`src/rtl/muldiv_pkg.sv`:
```
// muldiv_pkg: shared types and constants for the iterative multiply/divide unit.
package muldiv_pkg;

  typedef enum logic [1:0] {
    OP_MULT  = 2'b00,
    OP_MULTU = 2'b01,
    OP_DIV   = 2'b10,
    OP_DIVU  = 2'b11
  } op_e;

  typedef enum logic [1:0] {
    ST_IDLE = 2'b00,
    ST_CALC = 2'b01,
    ST_FIX  = 2'b10,
    ST_DONE = 2'b11
  } state_e;

  localparam int unsigned MULDIV_ITERS   = 32;
  localparam int unsigned MULDIV_LATENCY = 34;

  // Two's-complement magnitude of a 32-bit operand when its sign flag is set.
  function automatic logic [31:0] mag32(input logic [31:0] v, input logic neg);
    if (neg) begin
      return 32'd0 - v;
    end else begin
      return v;
    end
  endfunction

endpackage

```
`src/rtl/muldiv_if.sv`:
```
// muldiv_if: operand/result handshake between control and the multiply/divide unit.
interface muldiv_if;
  logic        Start;
  logic [1:0]  Op;
  logic [31:0] SrcA;
  logic [31:0] SrcB;
  logic        Busy;
  logic        Done;
  logic        DivZero;
  logic [31:0] HI;
  logic [31:0] LO;

  modport master (
    output Start, Op, SrcA, SrcB,
    input  Busy, Done, DivZero, HI, LO
  );

  modport slave (
    input  Start, Op, SrcA, SrcB,
    output Busy, Done, DivZero, HI, LO
  );
endinterface

```
`src/rtl/muldiv_fix.sv`:
```
// muldiv_fix: combinational sign correction applied in the FIX state.
// Multiply: whole 64-bit product negated when operand signs differ.
// Divide: quotient (low word) follows sA^sB, remainder (high word) follows sA.
module muldiv_fix (
  input  logic        is_div_i,
  input  logic        sa_i,
  input  logic        sb_i,
  input  logic [63:0] val_i,
  output logic [63:0] res_o
);

  // Conditional negation of product, or of quotient and remainder independently.
  always_comb begin
    res_o = val_i;
    if (is_div_i) begin
      res_o[31:0]  = (sa_i ^ sb_i) ? (32'd0 - val_i[31:0]) : val_i[31:0];
      res_o[63:32] = sa_i ? (32'd0 - val_i[63:32]) : val_i[63:32];
    end else begin
      res_o = (sa_i ^ sb_i) ? (64'd0 - val_i) : val_i;
    end
  end

endmodule

```
`src/rtl/muldiv_unit.sv`:
```
// muldiv_unit: iterative 32-bit MULT/MULTU/DIV/DIVU with HI/LO result registers.
// Build option MULDIV_DIV_EN: when defined the restoring divider is compiled;
// when undefined DIV/DIVU still take the full latency, leave HI/LO untouched
// and report DivZero with Done to flag the unsupported operation.
import muldiv_pkg::*;

module muldiv_unit (
  input  logic    CLK,
  input  logic    RESET_N,
  muldiv_if.slave bus
);

  localparam logic [4:0] CNT_LAST = 5'(MULDIV_ITERS - 1);

  state_e      state_q, state_d;
  op_e         op_q, op_d;
  logic [4:0]  cnt_q, cnt_d;
  logic        sa_q, sa_d, sb_q, sb_d;
  logic [31:0] mcand_q, mcand_d;   // multiplicand (mult) or divisor (div) magnitude
  logic [63:0] work_q, work_d;     // {acc_hi, multiplier} or {remainder, dividend/quotient}
  logic [31:0] hi_q, hi_d, lo_q, lo_d;
  logic        busy_q, busy_d, done_q, done_d, dz_q, dz_d;
  logic        accept_s, is_div_s, sgn_s, flag_s, fix_div_s;
  logic [32:0] mul_sum_s;
  logic [63:0] mul_step_s, fix_s;
`ifdef MULDIV_DIV_EN
  logic        divz_q, divz_d;
  logic [31:0] araw_q, araw_d;
  logic [32:0] div_shift_s, div_trial_s;
  logic [63:0] div_step_s;
`endif

  assign is_div_s = op_q[1];
`ifdef MULDIV_DIV_EN
  assign fix_div_s = is_div_s;
  assign flag_s    = divz_q;
`else
  assign fix_div_s = 1'b0;
  assign flag_s    = is_div_s;
`endif

  muldiv_fix u_fix (
    .is_div_i (fix_div_s),
    .sa_i     (sa_q),
    .sb_i     (sb_q),
    .val_i    (work_q),
    .res_o    (fix_s)
  );

  // Accept decision and FSM next-state; Start outside IDLE/DONE is dropped.
  always_comb begin
    accept_s = bus.Start && ((state_q == ST_IDLE) || (state_q == ST_DONE));
    state_d  = state_q;
    case (state_q)
      ST_IDLE: begin
        if (accept_s) state_d = ST_CALC;
        else          state_d = ST_IDLE;
      end
      ST_CALC: begin
        if (cnt_q == CNT_LAST) state_d = ST_FIX;
        else                   state_d = ST_CALC;
      end
      ST_FIX:  state_d = ST_DONE;
      ST_DONE: begin
        if (accept_s) state_d = ST_CALC;
        else          state_d = ST_IDLE;
      end
      default: state_d = ST_IDLE;
    endcase
  end

  // One shift-add multiply step and (optionally) one restoring divide step.
  always_comb begin
    mul_sum_s = {1'b0, work_q[63:32]} + {1'b0, mcand_q};
    if (work_q[0]) mul_step_s = {mul_sum_s, work_q[31:1]};
    else           mul_step_s = {1'b0, work_q[63:32], work_q[31:1]};
`ifdef MULDIV_DIV_EN
    div_shift_s = {work_q[63:32], work_q[31]};
    div_trial_s = div_shift_s - {1'b0, mcand_q};
    if (!div_trial_s[32]) div_step_s = {div_trial_s[31:0], work_q[30:0], 1'b1};
    else                  div_step_s = {div_shift_s[31:0], work_q[30:0], 1'b0};
`endif
  end

  // Operand latch on accept, iteration in CALC, result write in FIX.
  always_comb begin
    op_d    = op_q;
    cnt_d   = cnt_q;
    sa_d    = sa_q;
    sb_d    = sb_q;
    mcand_d = mcand_q;
    work_d  = work_q;
    hi_d    = hi_q;
    lo_d    = lo_q;
    sgn_s   = ~bus.Op[0];
`ifdef MULDIV_DIV_EN
    divz_d  = divz_q;
    araw_d  = araw_q;
`endif
    if (accept_s) begin
      op_d  = op_e'(bus.Op);
      cnt_d = 5'd0;
      sa_d  = sgn_s & bus.SrcA[31];
      sb_d  = sgn_s & bus.SrcB[31];
      if (bus.Op[1]) begin
        mcand_d = mag32(bus.SrcB, sb_d);
        work_d  = {32'd0, mag32(bus.SrcA, sa_d)};
      end else begin
        mcand_d = mag32(bus.SrcA, sa_d);
        work_d  = {32'd0, mag32(bus.SrcB, sb_d)};
      end
`ifdef MULDIV_DIV_EN
      divz_d = bus.Op[1] && (bus.SrcB == 32'd0);
      araw_d = bus.SrcA;
`endif
    end else if (state_q == ST_CALC) begin
      cnt_d = cnt_q + 5'd1;
`ifdef MULDIV_DIV_EN
      if (is_div_s) work_d = div_step_s;
      else          work_d = mul_step_s;
`else
      work_d = mul_step_s;
`endif
    end else if (state_q == ST_FIX) begin
`ifdef MULDIV_DIV_EN
      if (divz_q) begin
        hi_d = araw_q;
        lo_d = 32'hFFFF_FFFF;
      end else begin
        hi_d = fix_s[63:32];
        lo_d = fix_s[31:0];
      end
`else
      if (is_div_s) begin
        hi_d = hi_q;
        lo_d = lo_q;
      end else begin
        hi_d = fix_s[63:32];
        lo_d = fix_s[31:0];
      end
`endif
    end else begin
      cnt_d = cnt_q;
    end
  end

  // Registered status outputs derived from the next state.
  always_comb begin
    busy_d = (state_d == ST_CALC) || (state_d == ST_FIX);
    done_d = (state_d == ST_DONE);
    dz_d   = done_d && flag_s;
  end

  // State and datapath registers with synchronous active-low reset.
  always_ff @(posedge CLK) begin
    if (!RESET_N) begin
      state_q <= ST_IDLE;
      op_q    <= OP_MULT;
      cnt_q   <= 5'd0;
      sa_q    <= 1'b0;
      sb_q    <= 1'b0;
      mcand_q <= 32'd0;
      work_q  <= 64'd0;
      hi_q    <= 32'd0;
      lo_q    <= 32'd0;
      busy_q  <= 1'b0;
      done_q  <= 1'b0;
      dz_q    <= 1'b0;
`ifdef MULDIV_DIV_EN
      divz_q  <= 1'b0;
      araw_q  <= 32'd0;
`endif
    end else begin
      state_q <= state_d;
      op_q    <= op_d;
      cnt_q   <= cnt_d;
      sa_q    <= sa_d;
      sb_q    <= sb_d;
      mcand_q <= mcand_d;
      work_q  <= work_d;
      hi_q    <= hi_d;
      lo_q    <= lo_d;
      busy_q  <= busy_d;
      done_q  <= done_d;
      dz_q    <= dz_d;
`ifdef MULDIV_DIV_EN
      divz_q  <= divz_d;
      araw_q  <= araw_d;
`endif
    end
  end

  assign bus.Busy    = busy_q;
  assign bus.Done    = done_q;
  assign bus.DivZero = dz_q;
  assign bus.HI      = hi_q;
  assign bus.LO      = lo_q;

endmodule

```
`src/flat_wrapper.sv`:
```
// flat-port wrapper written by rule: the top's interface ports become plain ports
module muldiv_unit_flat 
  (CLK, RESET_N, bus_Start, bus_Op, bus_SrcA, bus_SrcB, bus_Busy, bus_Done, bus_DivZero, bus_HI, bus_LO);
  muldiv_if bus_i ();
  input  logic CLK;
  input  logic RESET_N;
  input wire logic [$bits(bus_i.Start)-1:0] bus_Start;
  input wire logic [$bits(bus_i.Op)-1:0] bus_Op;
  input wire logic [$bits(bus_i.SrcA)-1:0] bus_SrcA;
  input wire logic [$bits(bus_i.SrcB)-1:0] bus_SrcB;
  output wire logic [$bits(bus_i.Busy)-1:0] bus_Busy;
  output wire logic [$bits(bus_i.Done)-1:0] bus_Done;
  output wire logic [$bits(bus_i.DivZero)-1:0] bus_DivZero;
  output wire logic [$bits(bus_i.HI)-1:0] bus_HI;
  output wire logic [$bits(bus_i.LO)-1:0] bus_LO;
  assign bus_i.Start = bus_Start;
  assign bus_i.Op = bus_Op;
  assign bus_i.SrcA = bus_SrcA;
  assign bus_i.SrcB = bus_SrcB;
  assign bus_Busy = bus_i.Busy;
  assign bus_Done = bus_i.Done;
  assign bus_DivZero = bus_i.DivZero;
  assign bus_HI = bus_i.HI;
  assign bus_LO = bus_i.LO;
  muldiv_unit u_core (.CLK(CLK), .RESET_N(RESET_N), .bus(bus_i));
endmodule
```
`config.mk`:
```
export PLATFORM = sky130hd
export DESIGN_NAME = muldiv_unit_flat
export DESIGN_NICKNAME = d
export VERILOG_FILES = /design/src/rtl/muldiv_pkg.sv /design/src/rtl/muldiv_if.sv /design/src/rtl/muldiv_fix.sv /design/src/rtl/muldiv_unit.sv /design/src/flat_wrapper.sv
export SDC_FILE = /design/constraint.sdc
export NUM_CORES = 1
export LEC_CHECK = 0
export BUFFER_PORTS_ARGS = -buffer_cell sky130_fd_sc_hd__buf_4
export CAP_MARGIN = 0
export CORE_MARGIN = 4
export CORE_UTILIZATION = 60
export DETAILED_ROUTE_END_ITERATION = 12
export PLACE_DENSITY = 0.81
export SETUP_SLACK_MARGIN = 0.5
export SLEW_MARGIN = 20
export SYNTH_ARGS = -nofsm -noshare
export SYNTH_HDL_FRONTEND = slang
export SYNTH_HIERARCHICAL = 1
export SYNTH_SLANG_ARGS = --single-unit
```
`constraint.sdc`:
```
create_clock -name CLK -period 6.7 [get_ports CLK]
set_input_delay 1.34 -clock CLK [delete_from_list [all_inputs] [get_ports CLK]]
set_output_delay 1.34 -clock CLK [all_outputs]
set_load 0.01 [all_outputs]
```
==> results of run 1 <==
power by group through the flow:
stage                     clock [mW]  combinational [mW]  sequential (mW)
after floorplan                    0               0.469             1.14
after global placement             0               0.631             1.17
after detailed placement           0               0.637             1.18
after CTS                       1.03               0.642             1.15
after global routing            1.08               0.718             1.16
final                           1.03               0.661             1.16
through the flow:
stage / power, mW / worst slack [ns] / instance area, um^2 / cells / utilization, %
2_1_floorplan: 1.61 / 3.50 / 12600 / 1659 / -
3_3_place_gp: 1.81 / 3.06 / 13600 / 1979 / 66.5
3_5_place_dp: 1.81 / 3.01 / 13600 / 1979 / 66.5
4_1_cts: 2.83 / 3.42 / 14200 / 2011 / 69.5
5_1_grt: 2.96 / 3.14 / 14200 / 2011 / 69.6
6_report: 2.84 / 3.35 / 14200 / 2011 / 69.6
routing by layer:
metal / vias up / track usage, %
met4: 0 / 13.4
met5: - / 0
met3: 129 / 6.05
li1: 6196 / -
met1: 6092 / 46.2
met2: 752 / 52.2
sequential cells by signal, summed over array words and instances (netlist names), 2 cells and up:
register and flops:
u_core/cnt_q 5, u_core/bus.LO 32, u_core/state_q 2, u_core/mcand_q 32
u_core/work_q 64, u_core/bus.HI 32
path summary, 6_finish.rpt:
path,cells past startpoint,endpoint,slack (ns)
min reg2reg,2,u_core/bus.HI[1]$_SDFFE_PN0P_,0.45
max,9,u_core/work_q[59]$_SDFFE_PN0N_,3.35
min,2,u_core/bus.HI[1]$_SDFFE_PN0P_,0.45
max reg2reg,9,u_core/work_q[59]$_SDFFE_PN0N_,3.35
cells by family (layout without fill, tap and decap cells):
logic type / after synthesis / after routing / share of synthesized area (%)
AO/OA/AOI/OAI: 500 / 500 / 25.7
adder cells (fa/ha/maj): 41 / 41 / 4.15
XOR/XNOR: 136 / 136 / 9.50
AND/OR/NAND/NOR: 623 / 623 / 24.3
buffers and inverters: 126 / 208 / 4.28
other: 1 / 4 / 0.0299
flip-flops: 173 / 173 / 27.6
multiplexers: 56 / 56 / 4.51
synthesized netlist by cell type (9+ instances only):
library cell	number	area share, %
nor3_1	42	1.7
ha_1	40	4.0
a21o_1	21	1.3
nor2b_1	15	0.75
o21ai_0	76	3.0
o211ai_1	14	0.84
mux2i_1	52	4.1
o21a_1	11	0.66
nand2_1	249	7.5
nor4_1	25	1.2
or4_1	15	0.90
and3_1	20	1.0
inv_1	26	0.78
a211oi_1	32	1.9
a31oi_1	23	1.1
a221oi_1	9	0.63
a22o_1	13	0.91
nand4_1	13	0.65
a21oi_1	181	7.2
clkbuf_1	75	2.2
xor2_1	54	3.8
o31ai_1	16	0.96
nand2b_1	10	0.50
xnor2_1	82	5.7
nor2_1	128	3.8
dfxtp_1	173	28
nand3_1	29	1.2
or3_1	17	0.85
and2_1	13	0.65
worst register-to-register path, delay by kind of cell (launching register included):
| family | cells | cell delay [ns] |
|---|---|---|
| DFF | 1 | 0.51 |
| xor gates and xnor gates | 1 | 0.19 |
| adders and majority gates | 2 | 0.74 |
| AOI/OAI and AO/OA | 6 | 1.76 |
layout make-up:
cell class	count	area, um^2	area share [%]
Tap cell	270	338	2.38
Clock inverter	14	169	1.19
Timing Repair Buffer	148	1110	7.82
Inverter	28	105	0.739
Clock buffer	18	439	3.09
Sequential cell	173	3460	24.4
Multi-Input combinational cell	1360	8590	60.4
==> metrics.txt, run 1 <==
min-delay src u_core/bus.HI[1]$_SDFFE_PN0P_; CP peak stage delay 0.51 ns; Top Family by Delay on Critical Path compound AO/OA/AOI/OAI gates; Rel. slew slack 31.2%; Routed WL per cell 20.3 um; sequential share of power 40.7%; worst setup path startpoint u_core/work_q[32]$_SDFFE_PN0N_; achievable frequency 298 MHz; die height 153 um; Psw 973 uW; Final HPWL DP 30700 um; final RePlAce weighted congestion 1.03; die area 23300 um^2; core area 20400 um^2; first-pass GRT wire length 64500 um; post-synthesis sequential area ratio 27.6%; Worst VDD drop 0.178 mV; critical-path cell list ha_1 > fa_1 > a21o_1 > a221oi_2 > a211oi_1 > o211a_1 > o32ai_2 > xor2_1 > o22ai_1; worst skew pair latency 0.44 ns; CTS tree yes; share of layout cells above drive strength 1 13.0%; P_leak 5.63 nW; Max Cap Violations 0; row cnt 52; Power Internal 1.87 mW; io pins 136; Critical Path RT 6.99 ns; Gate power share 23.2%; CP Launch Type flip-flop; worst slew pin tran 1.01 ns; Worst Hold Class reg2reg; post-synthesis cell count 1656; hold buffer count at cts 0; clk slew on worst S/H paths 0.07 ns; CP endpoint kind flip-flop; mapped cell area 12500 um^2; Post-synth top flop dfxtp_1; clk buf depth 2; TritonCTS Buffers 17; antenna violations before repair 0; Critical path buffers and inverters 0; Reg-to-Reg Start u_core/work_q[32]$_SDFFE_PN0N_; hold_ws 0.454 ns; Net Sw Frac 34.2%; ys async rst share 0%; gr ovfl total 0; commonest non-fill, non-tap cell in the layout nand2_1; status finished, final reports clean; Unique masters post-synth 88; initial core utilization 61.4%; number of synthesized flops with an enable pin 0; crit-path max FO 13; Layout fillers 1725; Clk pwr share 36.1%; Port Buffers 135; crit share post-route 50.0%; Resized Gates After CTS 0; Final Hold Fails 0; Top Metal Used met4; Root Buffer Master clkbuf_16; Synth-to-Final Area Change 13.3%; routed vias/inst 6.55; met3 WL 4170 um; detailed-route DRC error count 0; clk_skew 0.0103 ns; CP Class reg2reg; final-stage net count 1838; 1st-pass router iterations 6; Setup Viol. Count Final 0; final WL 40900 um; Final ANT Viol Nets 0; vias 13169; fin crit period 3.35 ns; Chip Width 153 um; PwrDens 200 nW/um^2; slowest cell on the critical path dfxtp_1; Routed met1 length 17200 um; # Post-CTS Setup Buffers 0; CTS H-tree lvls 4; RSZ-0062 raised after global routing no; vias in the first global route 12074; Detailed Route Iter0 Violations 1439; antenna diode count 0; YS warnings 6; Syn Area/Cell 7.58 um^2; largest net degree at the start of global routing 85; Tot GR Track Use 33.5%; most frequent cells in the layout nand2_1, a21oi_1, dfxtp_1, buf_4, nor2_1; Worst Path Arrival 3.65 ns; met2 wire length 17900 um; CTS sink count 173; Sum Neg Setup Slack 0 ns; FF+latch count, synth 173; Slew Limit Fails 0
Power figures use the tool's default switching activity.
==> run 2, diff against run 1 <==
--- a/config.mk
+++ b/config.mk
@@ -8,9 +8,9 @@
 export BUFFER_PORTS_ARGS = -buffer_cell sky130_fd_sc_hd__buf_4
 export CAP_MARGIN = 0
 export CORE_MARGIN = 4
-export CORE_UTILIZATION = 60
+export CORE_UTILIZATION = 55
 export DETAILED_ROUTE_END_ITERATION = 12
-export PLACE_DENSITY = 0.81
+export PLACE_DENSITY = 0.78
 export SETUP_SLACK_MARGIN = 0.5
 export SLEW_MARGIN = 20
 export SYNTH_ARGS = -nofsm -noshare
==> constraint.sdc (replaced) <==
create_clock -name CLK -period 2.8 [get_ports CLK]
set_input_delay 0.56 -clock CLK [delete_from_list [all_inputs] [get_ports CLK]]
set_output_delay 0.56 -clock CLK [all_outputs]
set_load 0.01 [all_outputs]
==> metrics.txt, run 2 (same netlist as run 1, synthesis figures left out) <==
die area 25300 um^2; min-delay src u_core/bus.HI[22]$_SDFFE_PN0P_; TritonCTS Buffers 17; grt met2 use 51.7%; Final HPWL DP 33800 um; Reg-to-Reg Start u_core/mcand_q[14]$_SDFFE_PN0P_; commonest non-fill, non-tap cell in the layout buf_4; crit share post-route 92.6%; Routed WL per cell 21.2 um; initial core utilization 56.6%; worst setup path startpoint u_core/mcand_q[14]$_SDFFE_PN0P_; Worst VDD drop 0.321 mV; die height 159 um; design area 16300 um^2; Worst Path Arrival 2.96 ns; Slew Limit Fails 0; Gate power share 29.8%; FF-to-FF setup slack 0.21 ns; share of layout cells above drive strength 1 27.6%; Setup Viol. Count Final 0; Critical Path RT 3.17 ns; final WL 45800 um; grt met1 use 47.2%; Synth-to-Final Area Change 29.6%; detailed-route DRC error count 0; number of flip-flops in the largest register 64; fin crit period 2.59 ns; vias in the first global route 12689; io pins 136; final RePlAce weighted congestion 0.988; most frequent cells in the layout buf_4, nand2_1, a21oi_1, dfxtp_1, nor2_1; Net Sw Frac 35.3%; Sum Neg Setup Slack 0 ns; Max Cap Violations 0; largest net degree at the start of global routing 65; Worst Hold Class reg2reg; CP endpoint kind flip-flop; Biggest register u_core/work_q; gr busiest metal met2; sequential cell area 3510 um^2; routed vias/inst 6.43; 1st-pass router iterations 8; CTS tree yes; final-stage net count 1981; clk slew on worst S/H paths 0.07 ns; gr ovfl total 0; Cell Area, Placed 14600 um^2; Detailed Route Iter0 Violations 1649; crit-path max FO 3; Rel. slew slack 53.4%; CTS H-tree lvls 4; CTS sink count 173; hold buffer count at cts 0; RSZ-0062 raised after global routing yes; worst slew pin tran 0.696 ns; Psw 2.54 mW; achievable frequency 385 MHz; sequential share of power 37.6%; CP Class reg2reg; vias 13914; Multi-input gate area 9450 um^2; P_leak 6.47 nW; clk buf depth 2; Final Hold Fails 0; Chip Width 159 um; Layout fillers 1774; first-pass GRT wire length 69700 um; PwrDens 442 nW/um^2; status finished, final reports clean; CP Launch Type flip-flop; Root Buffer Master clkbuf_16; Port Buffers 135; Power Internal 4.65 mW; antenna violations before repair 0; worst skew pair latency 0.44 ns; Tot GR Track Use 33.6%; M3 GR Usage 6.42%; antenna diode count 0; core area 22200 um^2; clk_skew 0.0124 ns; row cnt 54; Clk pwr share 32.6%; Final ANT Viol Nets 0
run 2: timing repair:
action,4_1_cts,5_1_grt
cloned,0,0
pin swaps,28,50
endpoints found under the setup margin,55,98
buffers inserted,10,16
gates resized for setup,71,127
run 2: final cells by class:
type                       count  area share, %
multi-input combinational   1360           58.1
sequential                   173           21.6
timing repair buffer         291           13.9
clock buffer                  17           2.62
tap                          280           2.15
clock inverter                14          0.924
inverter                      28          0.646
run 2: through the flow:
stage	utilization, %	setup slack [ns]	std cells	power, mW	hold slack (ns)
floorplan	-	0.378	1659	3.87	0.430
global placement	65.9	0.174	2106	4.54	0.443
detailed placement	65.9	0.120	2106	4.56	0.447
CTS	70.2	0.297	2147	6.96	0.457
global route	73.4	0.141	2163	7.46	0.477
finish	73.4	0.206	2163	7.19	0.456
run 2: power by group through the flow:
stage | logic [mW] | clock network (mW) | registers (mW)
floorplan | 1.14 | 0 | 2.73
CTS | 1.91 | 2.36 | 2.69
detailed placement | 1.82 | 0 | 2.74
finish | 2.14 | 2.34 | 2.70
global placement | 1.81 | 0 | 2.73
global route | 2.28 | 2.47 | 2.71
run 2: critical path: stages, from the launching register on:
cell and delay, ns:
dfxtp_4 0.36, ha_4 0.26, nand4_1 0.22, or4_4 0.59, o22ai_4 0.19, nor4_2 0.08
buf_4 0.15, or3_4 0.33, a31o_1 0.23, a21oi_1 0.11
run 2: metal layers:
layer	wire length [um]	vias to the layer above
li1	-	6466
met1	19300	6535
met2	20200	814
met3	4720	99
met4	1540	0
met5	0	-
run 2: final timing paths:
path	to	depth (start not counted)
max reg2reg	u_core/work_q[53]$_SDFFE_PN0N_	9
min	u_core/bus.HI[22]$_SDFFE_PN0P_	2
min reg2reg	u_core/bus.HI[22]$_SDFFE_PN0P_	2
max	u_core/work_q[53]$_SDFFE_PN0N_	9
